<file path="config.mk">
export PLATFORM = sky130hd
export DESIGN_NAME = unidad_control_flat
export DESIGN_NICKNAME = d
export VERILOG_FILES = /design/src/rtl/alu_pkg.sv /design/src/rtl/unidad_control_if.sv /design/src/rtl/banco_registros.sv /design/src/rtl/unidad_control.sv /design/src/flat_wrapper.sv
export SDC_FILE = /design/constraint.sdc
export NUM_CORES = 1
export LEC_CHECK = 0
export BUFFER_PORTS_ARGS = -buffer_cell sky130_fd_sc_hd__buf_4
export CORE_MARGIN = 2
export CORE_UTILIZATION = 31
export DETAILED_ROUTE_END_ITERATION = 16
export SYNTH_ARGS = -nofsm -noshare
export SYNTH_HDL_FRONTEND = slang
export SYNTH_HIERARCHICAL = 1
export SYNTH_SLANG_ARGS = --single-unit
</file>
<file path="constraint.sdc">
create_clock -name clk -period 2.4 [get_ports clk]
set_input_delay 0 -clock clk [delete_from_list [all_inputs] [get_ports clk]]
set_output_delay 0 -clock clk [all_outputs]
set_load 0.02 [all_outputs]
</file>
<file path="src/rtl/alu_pkg.sv">
// Shared definitions for the accumulator sequencer and the Operaciones unit:
// opcodes, FSM states and instruction field extraction.
package alu_pkg;

   localparam logic [2:0] OP_SUM  = 3'd0;
   localparam logic [2:0] OP_COMP = 3'd1;
   localparam logic [2:0] OP_SHL  = 3'd2;
   localparam logic [2:0] OP_SHR  = 3'd3;
   localparam logic [2:0] OP_EQ   = 3'd4;
   localparam logic [2:0] OP_GT   = 3'd5;
   localparam logic [2:0] OP_LDI  = 3'd6;
   localparam logic [2:0] OP_OUT  = 3'd7;

   typedef enum logic [2:0] {
      FETCH  = 3'd0,
      DECODE = 3'd1,
      EXEC1  = 3'd2,
      EXEC2  = 3'd3,
      WB     = 3'd4
   } state_t;

   function automatic logic [2:0] get_opc(input logic [7:0] ins);
      return ins[7:5];
   endfunction

   function automatic logic [3:0] get_imm(input logic [7:0] ins);
      return ins[3:0];
   endfunction

   function automatic logic [1:0] get_ridx(input logic [7:0] ins);
      return ins[1:0];
   endfunction

endpackage

</file>
<file path="src/rtl/unidad_control_if.sv">
// Program-memory and execution-unit bus between the sequencer (master)
// and its environment (slave).
interface unidad_control_if #(
   parameter int PC_W = 4
);
   logic            run;
   logic [PC_W-1:0] prog_addr;
   logic [7:0]      prog_data;
   logic [7:0]      instr;
   logic [3:0]      A;
   logic [3:0]      B;
   logic [3:0]      dato_mux;
   logic            rd;
   logic [3:0]      dato_outlo;
   logic [3:0]      out_port;
   logic            out_valid;
   logic [3:0]      acc;
   logic            wb_err;

   modport master (
      input  run, prog_data, dato_mux, rd, dato_outlo,
      output prog_addr, instr, A, B, out_port, out_valid, acc, wb_err
   );

   modport slave (
      output run, prog_data, dato_mux, rd, dato_outlo,
      input  prog_addr, instr, A, B, out_port, out_valid, acc, wb_err
   );
endinterface

</file>
<file path="src/rtl/banco_registros.sv">
// 4x4-bit register file: one synchronous write port, one combinational
// read port, asynchronously cleared.
module banco_registros (
   input  logic       clk,
   input  logic       rst,
   input  logic       we,
   input  logic [1:0] waddr,
   input  logic [3:0] wdata,
   input  logic [1:0] raddr,
   output logic [3:0] rdata
);

   logic [3:0] regs_r [0:3];

   // storage with clear on reset
   always_ff @(posedge clk or posedge rst) begin
      if (rst) begin
         for (int i = 0; i < 4; i++) begin
            regs_r[i] <= 4'd0;
         end
      end else if (we) begin
         regs_r[waddr] <= wdata;
      end
   end

   assign rdata = regs_r[raddr];

endmodule

</file>
<file path="src/rtl/unidad_control.sv">
// Accumulator sequencer: fetches instructions, holds instr/A/B stable across
// the execution unit's two-edge pipeline and commits its result in WB.
module unidad_control
   import alu_pkg::*;
#(
   parameter int PC_W = 4
) (
   input  logic              clk,
   input  logic              rst,
   unidad_control_if.master  bus
);

   state_t          state_r;
   state_t          state_nx_s;
   logic            ld_ir_s;
   logic            ld_ops_s;
   logic            commit_s;
   logic            is_out_s;
   logic            rf_we_s;
   logic [3:0]      rdata_s;

   logic [PC_W-1:0] pc_r;
   logic [7:0]      ir_r;
   logic [7:0]      instr_r;
   logic [3:0]      a_r;
   logic [3:0]      b_r;
   logic [3:0]      acc_r;
   logic [3:0]      out_port_r;
   logic            out_valid_r;
   logic            wb_err_r;

   // state register
   always_ff @(posedge clk or posedge rst) begin
      if (rst) begin
         state_r <= FETCH;
      end else begin
         state_r <= state_nx_s;
      end
   end

   // next-state and per-state strobes
   always_comb begin
      state_nx_s = state_r;
      ld_ir_s    = 1'b0;
      ld_ops_s   = 1'b0;
      commit_s   = 1'b0;
      case (state_r)
         FETCH: begin
            if (bus.run) begin
               ld_ir_s    = 1'b1;
               state_nx_s = DECODE;
            end else begin
               state_nx_s = FETCH;
            end
         end
         DECODE: begin
            ld_ops_s   = 1'b1;
            state_nx_s = EXEC1;
         end
         EXEC1:   state_nx_s = EXEC2;
         EXEC2:   state_nx_s = WB;
         WB: begin
            commit_s   = 1'b1;
            state_nx_s = FETCH;
         end
         default: state_nx_s = FETCH;
      endcase
   end

   assign is_out_s = (get_opc(instr_r) == OP_OUT);
   assign rf_we_s  = commit_s & is_out_s;

   banco_registros u_regs (
      .clk   (clk),
      .rst   (rst),
      .we    (rf_we_s),
      .waddr (get_ridx(instr_r)),
      .wdata (acc_r),
      .raddr (get_ridx(ir_r)),
      .rdata (rdata_s)
   );

   // instruction and operand registers, frozen from DECODE until the next DECODE
   always_ff @(posedge clk or posedge rst) begin
      if (rst) begin
         ir_r    <= 8'd0;
         instr_r <= 8'd0;
         a_r     <= 4'd0;
         b_r     <= 4'd0;
      end else begin
         if (ld_ir_s) begin
            ir_r <= bus.prog_data;
         end
         if (ld_ops_s) begin
            instr_r <= ir_r;
            a_r     <= acc_r;
            b_r     <= rdata_s;
         end
      end
   end

   // write-back: op 7 drives the port, all others take the unit's result
   always_ff @(posedge clk or posedge rst) begin
      if (rst) begin
         pc_r        <= {PC_W{1'b0}};
         acc_r       <= 4'd0;
         out_port_r  <= 4'd0;
         out_valid_r <= 1'b0;
         wb_err_r    <= 1'b0;
      end else begin
         out_valid_r <= rf_we_s;
         if (commit_s) begin
            pc_r <= pc_r + {{(PC_W-1){1'b0}}, 1'b1};
            if (is_out_s) begin
               out_port_r <= bus.dato_outlo;
            end else if (bus.rd) begin
               acc_r <= bus.dato_mux;
            end else begin
               wb_err_r <= 1'b1;
            end
         end
      end
   end

   assign bus.prog_addr = pc_r;
   assign bus.instr     = instr_r;
   assign bus.A         = a_r;
   assign bus.B         = b_r;
   assign bus.acc       = acc_r;
   assign bus.out_port  = out_port_r;
   assign bus.out_valid = out_valid_r;
   assign bus.wb_err    = wb_err_r;

endmodule

</file>
<file path="src/flat_wrapper.sv">
// flat-port wrapper written by rule: the top's interface ports become plain ports
module unidad_control_flat import alu_pkg::*;
#(
   parameter int PC_W = 4
)
  (clk, rst, bus_run, bus_prog_data, bus_dato_mux, bus_rd, bus_dato_outlo, bus_prog_addr, bus_instr, bus_A, bus_B, bus_out_port, bus_out_valid, bus_acc, bus_wb_err);
  unidad_control_if #(.PC_W(PC_W)) bus_i ();
  input  logic clk;
  input  logic rst;
  input wire logic [$bits(bus_i.run)-1:0] bus_run;
  input wire logic [$bits(bus_i.prog_data)-1:0] bus_prog_data;
  input wire logic [$bits(bus_i.dato_mux)-1:0] bus_dato_mux;
  input wire logic [$bits(bus_i.rd)-1:0] bus_rd;
  input wire logic [$bits(bus_i.dato_outlo)-1:0] bus_dato_outlo;
  output wire logic [$bits(bus_i.prog_addr)-1:0] bus_prog_addr;
  output wire logic [$bits(bus_i.instr)-1:0] bus_instr;
  output wire logic [$bits(bus_i.A)-1:0] bus_A;
  output wire logic [$bits(bus_i.B)-1:0] bus_B;
  output wire logic [$bits(bus_i.out_port)-1:0] bus_out_port;
  output wire logic [$bits(bus_i.out_valid)-1:0] bus_out_valid;
  output wire logic [$bits(bus_i.acc)-1:0] bus_acc;
  output wire logic [$bits(bus_i.wb_err)-1:0] bus_wb_err;
  assign bus_i.run = bus_run;
  assign bus_i.prog_data = bus_prog_data;
  assign bus_i.dato_mux = bus_dato_mux;
  assign bus_i.rd = bus_rd;
  assign bus_i.dato_outlo = bus_dato_outlo;
  assign bus_prog_addr = bus_i.prog_addr;
  assign bus_instr = bus_i.instr;
  assign bus_A = bus_i.A;
  assign bus_B = bus_i.B;
  assign bus_out_port = bus_i.out_port;
  assign bus_out_valid = bus_i.out_valid;
  assign bus_acc = bus_i.acc;
  assign bus_wb_err = bus_i.wb_err;
  unidad_control #(.PC_W(PC_W)) u_core (.clk(clk), .rst(rst), .bus(bus_i));
endmodule
</file>
# Yosys cells after proc, flatten, opt, wreduce, memory -nomap -nowiden

Cells that the tools add are included.

$add $sub $neg: 1
Order comparisons: 3
Eq/ne operators: 5
Muxes and demuxes: 12
Bitwise operators: 5
Reduce and logical (&&, ||, !) cells: 5

Operators by type and width:

| cell                  | count |
|---|---|
| $bwmux W16            | 1 |
| $mux W4               | 3 |
| $pmux W3 S4           | 1 |
| $bmux W4 S2           | 1 |
| $demux W4 S2          | 1 |
| $eq A3 B2 Y1 const B  | 2 |
| $eq A3 B3 Y1 const B  | 2 |
| $ge A3 B3 Y1 const B  | 2 |
| $not A2 Y3            | 2 |
| $reduce_and A3 Y1     | 2 |
| $mux W1               | 5 |
| $add A4 B1 Y4 const B | 1 |
| $eq A3 B1 Y1 const B  | 1 |
| $logic_not A3 Y1      | 1 |
| $lt A3 B1 Y1 const B  | 1 |
| $not A1 Y1            | 2 |
| $reduce_and A2 Y1     | 1 |
| $and A1 B1 Y1         | 1 |
| $logic_and A1 B1 Y1   | 1 |

Flip-flop bits (word level): 57
Input bits: 20
Output and inout bits: 30

# Longest topological paths before layout

Depth in word-level cells: 6
Mapped depth: 6

# By module

The synthesis kept the hierarchy.

Modules (own cells, without submodules):

| module          | times used | cells an instance | area each (um^2) | sequential area each (um^2) |
|---|---|---|---|---|
| unidad_control  | 1          | 98                | 1620.3           | 1026.0 |
| banco_registros | 1          | 41                | 713.2            | 400.4 |

# Worst setup path after synthesis

OpenSTA, ideal clock, no wires.

Path type: register to register
From: register u_core.state_r[0]
To: register u_core/u_regs/regs_r[12] in the netlist's numbering
Library setup time: 125 ps
Data arrival time: 1712 ps
Data required time: 2275 ps
Setup slack: 564 ps
Stages on the path, launching flop included: 7
Clock period less this slack: 1836 ps
Cells stage by stage: dfrtp_1 buf_2 nor3b_4 and2b_1 buf_6 nor3b_4 mux2_2

Longest elaborated chain between the ends: 3

RTL lines:

| what                          | line                  | RTL |
|---|---|---|
| start, declared               | unidad_control.sv:13  | `state_t state_r;` |
| start signal, assigned        | unidad_control.sv:37  | `state_r <= state_nx_s;` |
| $eq A3 B3 Y1                  | unidad_control.sv:47  | `case (state_r)` |
| $mux W1                       | unidad_control.sv:47  |  |
| $and A1 B1 Y1                 | unidad_control.sv:71  | `assign rf_we_s = commit_s & is_out_s;` |
| via u_core.rf_we_s            | unidad_control.sv:19  | `logic rf_we_s;` |
| end signal, assigned by index | banco_registros.sv:22 | `regs_r[waddr] <= wdata;` |
| end, declared                 | banco_registros.sv:13 | `logic [3:0] regs_r [0:3];` |

The timed path passes the listed nets, and every way through them passes these cells.
A chain may end at the register's enable or synchronous reset.

# Worst setup path after layout

From: register u_core.state_r[2]
To: register u_core/u_regs/regs_r[12] in the netlist's numbering

Longest elaborated chain between the ends: 3

RTL lines:

| what          | line |
|---|---|
| $eq A3 B3 Y1  | unidad_control.sv:47 |
| $mux W1       | unidad_control.sv:47 |
| $and A1 B1 Y1 | unidad_control.sv:71 |

Every way passes these cells.

==> results.py <==
metrics = {
    "synthesis": {
        "synth.net_count": 160,
        "synth_xor_area_frac": 0.01501,
        "synth_compound_area_frac": 0.003217,
        "synthSimpleGateAreaFrac": 0.06810,
        "ys_seq_area_frac": 0.6113,
        "synth_seq_cells": 57,
        "synth_fa_ha_area_frac": 0.005362,
        "synth_top_family_by_area": "multiplexers",
        "ys_warn_count": 6,
        "netlist_instances": 139,
        "syn_area_um2": 2333,
        "synthMuxAreaShare": 0.2815,
        "synthDistinctLibCells": 24,
        "avgSynthCellArea_um2": 16.79,
    },
    "clock_network": {
        "clkTransAtPathRegs_ps": 60,
        "postCtsResizedCells": 0,
        "cts.sink_count": 57,
        "cts_tree": "yes",
        "insertion_delay_ps": 320,
        "cts_max_level": 3,
        "cts_buffers": 9,
        "cts_buffer_depth": 2,
        "ctsRootBufferMaster": "clkbuf_8",
    },
    "drt": {
        "dr_total_vias": 1407,
        "first_pass_iters": 6,
        "drc": 0,
        "drtAntennaViolNets": 0,
        "wl_mm": 4.690,
        "wl_per_cell_um": 14.61,
        "avgViaCountPerCell": 4.383,
        "drtIter0Drc": 38,
    },
    "min_path": {
        "hold_class": "in -> async",
    },
    "power_and_ir_drop": {
        "power.leakage_nw": 1.531,
        "power_mw": 3.891,
        "vdd_drop_max_mv": 0.6208,
        "powerDensity_nw_per_um2": 1205,
    },
    "global_routing": {
        "antenna_found_initial": 0,
        "overflow": 0,
        "grt_usage": 0.1245,
        "grt_max_degree": 24,
        "grt_pass1_wl_mm": 7.838,
        "grt_pass1_vias": 1501,
    },
    "cells_and_area": {
        "regArea_um2": 1426,
        "fillers": 682,
        "area.growth.synth_to_final_pct": 38.39,
        "num_antenna_cells": 0,
        "multiInputGateArea_um2": 870.8,
        "drive_above_1_share": 0.5495,
        "nNetsFinal": 238,
    },
    "worst_setup_path": {
        "critical_path_class": "reg -> reg",
        "crit_buf_inv": 0,
        "path_cells": "nor3b_4 -> and2b_1 -> nor3b_4 -> mux2_2",
        "critPathTopFamily": "simple AND/OR/NAND/NOR gates",
        "worstSetupStartpointType": "register",
        "crit_fanout": 9,
        "slowest_delay_ps": 500,
        "required_ps": 2610,
        "end_kind": "register",
        "path_common_cell": "nor3b_4",
        "cp_slowest_cell": "dfrtp_1",
        "worstPathArrival_ps": 2160,
    },
    "floorplan": {
        "start_util": 0.3217,
        "fp.dieH_um": 90.76,
        "pin_count": 50,
        "die_area_um2": 8237,
        "fp.coreArea_um2": 7253,
        "rows": 31,
        "dieWidth_um": 90.76,
    },
    "sta": {
        "period_needed_ps": 1950,
        "setup_viol": 0,
        "fmax_ghz": 0.5128,
        "tightest_slew_ps": 867.2,
        "drv_slew": 0,
        "final_hold_viol_count": 0,
        "rsz0062_at_grt": "no",
        "holdWs_ps": 321.2,
        "post-route-period-util": 0.8125,
        "fin_tns_setup_ps": 0,
        "skew_ps": 7.396,
        "relSlewSlack": 0.4183,
    },
    "run_status": {
        "status": "complete, no violations",
    },
    "job": {
        "max_cap_violations": 0,
    },
    "placement": {
        "place_congestion": 0.7458,
        "portBuffers": 49,
        "hpwlAfterDp_mm": 3.273,
    },
}
## final timing paths
| check | start | to | slack [ps] | depth (start not counted) |
|---|---|---|---|---|
| worst max-delay path | u_core/state_r[2]$_DFF_PP0_ | u_core/u_regs/regs_r[12]$_DFFE_PP0P_ | 450 | 4 |
| worst min-delay path | rst | u_core/u_regs/regs_r[4]$_DFFE_PP0P_ | 320 | 3 |
| worst max register to register | u_core/state_r[2]$_DFF_PP0_ | u_core/u_regs/regs_r[12]$_DFFE_PP0P_ | 450 | 4 |
| worst min register to register | u_core/bus.prog_addr[3]$_DFFE_PP0P_ | u_core/bus.prog_addr[3]$_DFFE_PP0P_ | 480 | 1 |
| max in group asynchronous | rst | u_core/bus.prog_addr[3]$_DFFE_PP0P_ | 1380 | 4 |
| min in group clk | bus_rd | u_core/bus.wb_err$_DFFE_PP0P_ | 420 | 3 |
## cell usage in the layout (no fill, tap or decap), drive strengths merged
cell / netlist / final
and2b: 1 / 1
and3b: 1 / 1
buf: 4 / 52
bufinv: 0 / 2
clkbuf: 0 / 11
clkinv: 0 / 4
dfrtp: 57 / 57
dlygate4sd3: 0 / 19
ha: 1 / 1
inv: 2 / 1
mux2: 49 / 49
mux4: 4 / 4
nand2: 2 / 2
nand3: 3 / 3
nand3b: 2 / 2
nand4: 1 / 1
nor2: 2 / 2
nor3: 1 / 1
nor3b: 3 / 3
nor4b: 1 / 1
o21bai: 1 / 1
xnor2: 3 / 3
xor2: 1 / 1
## per-stage QoR
stage | cells | worst slack, ps | instance area, µm² | utilization
after floorplan | 139 | 563.7 | 2333 | -
after global placement | 286 | 497.9 | 2819 | 0.3886
after detailed placement | 286 | 459.6 | 2819 | 0.3886
after CTS | 321 | 447.4 | 3229 | 0.4452
after global routing | 321 | 343.8 | 3229 | 0.4452
final | 321 | 449.9 | 3229 | 0.4452
## area by class of cell
class,count,area share
clock buffers,11,0.04378
clock inverters,5,0.02441
inverters,2,0.002325
multi-input cells,76,0.2697
flip-flops and latches,57,0.4417
well taps,99,0.03836
repair buffers,71,0.1798
## synthesized netlist by cell type
cell / count / area [µm²]
xnor2_1: 3 / 26.28
nand2_1: 2 / 7.510
inv_1: 2 / 7.510
o21bai_1: 1 / 7.510
dfrtp_1: 57 / 1426
and2b_1: 1 / 7.510
mux2_4: 4 / 60.06
nand3_1: 2 / 10.01
nand3b_1: 2 / 15.01
mux2_2: 41 / 461.7
xor2_1: 1 / 8.760
mux2_1: 4 / 45.04
nor3_1: 1 / 5.000
nor2_1: 2 / 7.510
nand3_2: 1 / 10.01
nand4_1: 1 / 6.260
buf_4: 1 / 7.510
buf_6: 1 / 11.26
and3b_2: 1 / 10.01
mux4_2: 4 / 90.09
ha_1: 1 / 12.51
buf_2: 2 / 10.01
nor3b_4: 3 / 56.30
nor4b_4: 1 / 23.77
## worst register-to-register path: cells and delay by family (launching register included)
family | cells | cell delay, ps
AND/OR/NAND/NOR | 3 | 970
multiplexers | 1 | 360
flip-flops | 1 | 500
## routing by layer
| layer | up-vias | global-route usage | share of wire |
|---|---|---|---|
| met1 | 709 | 0.1627 | 0.46 |
| met4 | 0 | 0.04231 | 0 |
| met3 | 0 | 0.04591 | 0.042 |
| met2 | 38 | 0.1909 | 0.50 |
| met5 | - | 0 | 0 |
| li1 | 660 | - | - |
## kinds of logic after synthesis
logic type	count (synthesis)
muxes	53
and+or+nand+nor	17
DFF	57
buffers and inverters	6
adders and majority gates	1
AOI/OAI and AO/OA	1
xor gates and xnor gates	4
## power by group
group / switching [mW] / internal (mW)
Sequential: 0.358 / 1.29
Clock: 0.367 / 0.611
Combinational: 0.555 / 0.714
## registers in the layout, indices dropped and copies added, names as in the netlist
register,count
u_core/u_regs/regs_r,16
u_core/bus.prog_addr,4
u_core/bus.instr,8
u_core/bus.B,4
u_core/ir_r,8
u_core/bus.out_port,4
u_core/bus.wb_err,1
u_core/bus.A,4
u_core/bus.acc,4
u_core/state_r,3
u_core/bus.out_valid,1
## what timing repair did
| item | 4_1_cts | 5_1_grt |
|---|---|---|
| hold endpoints to repair | 56 | 0 |
| endpoints found under the setup margin | 0 | 0 |
| hold buffers | 19 | 0 |
| buffers inserted | 0 | 0 |
Note: power is estimated with default switching activity, not from simulation.
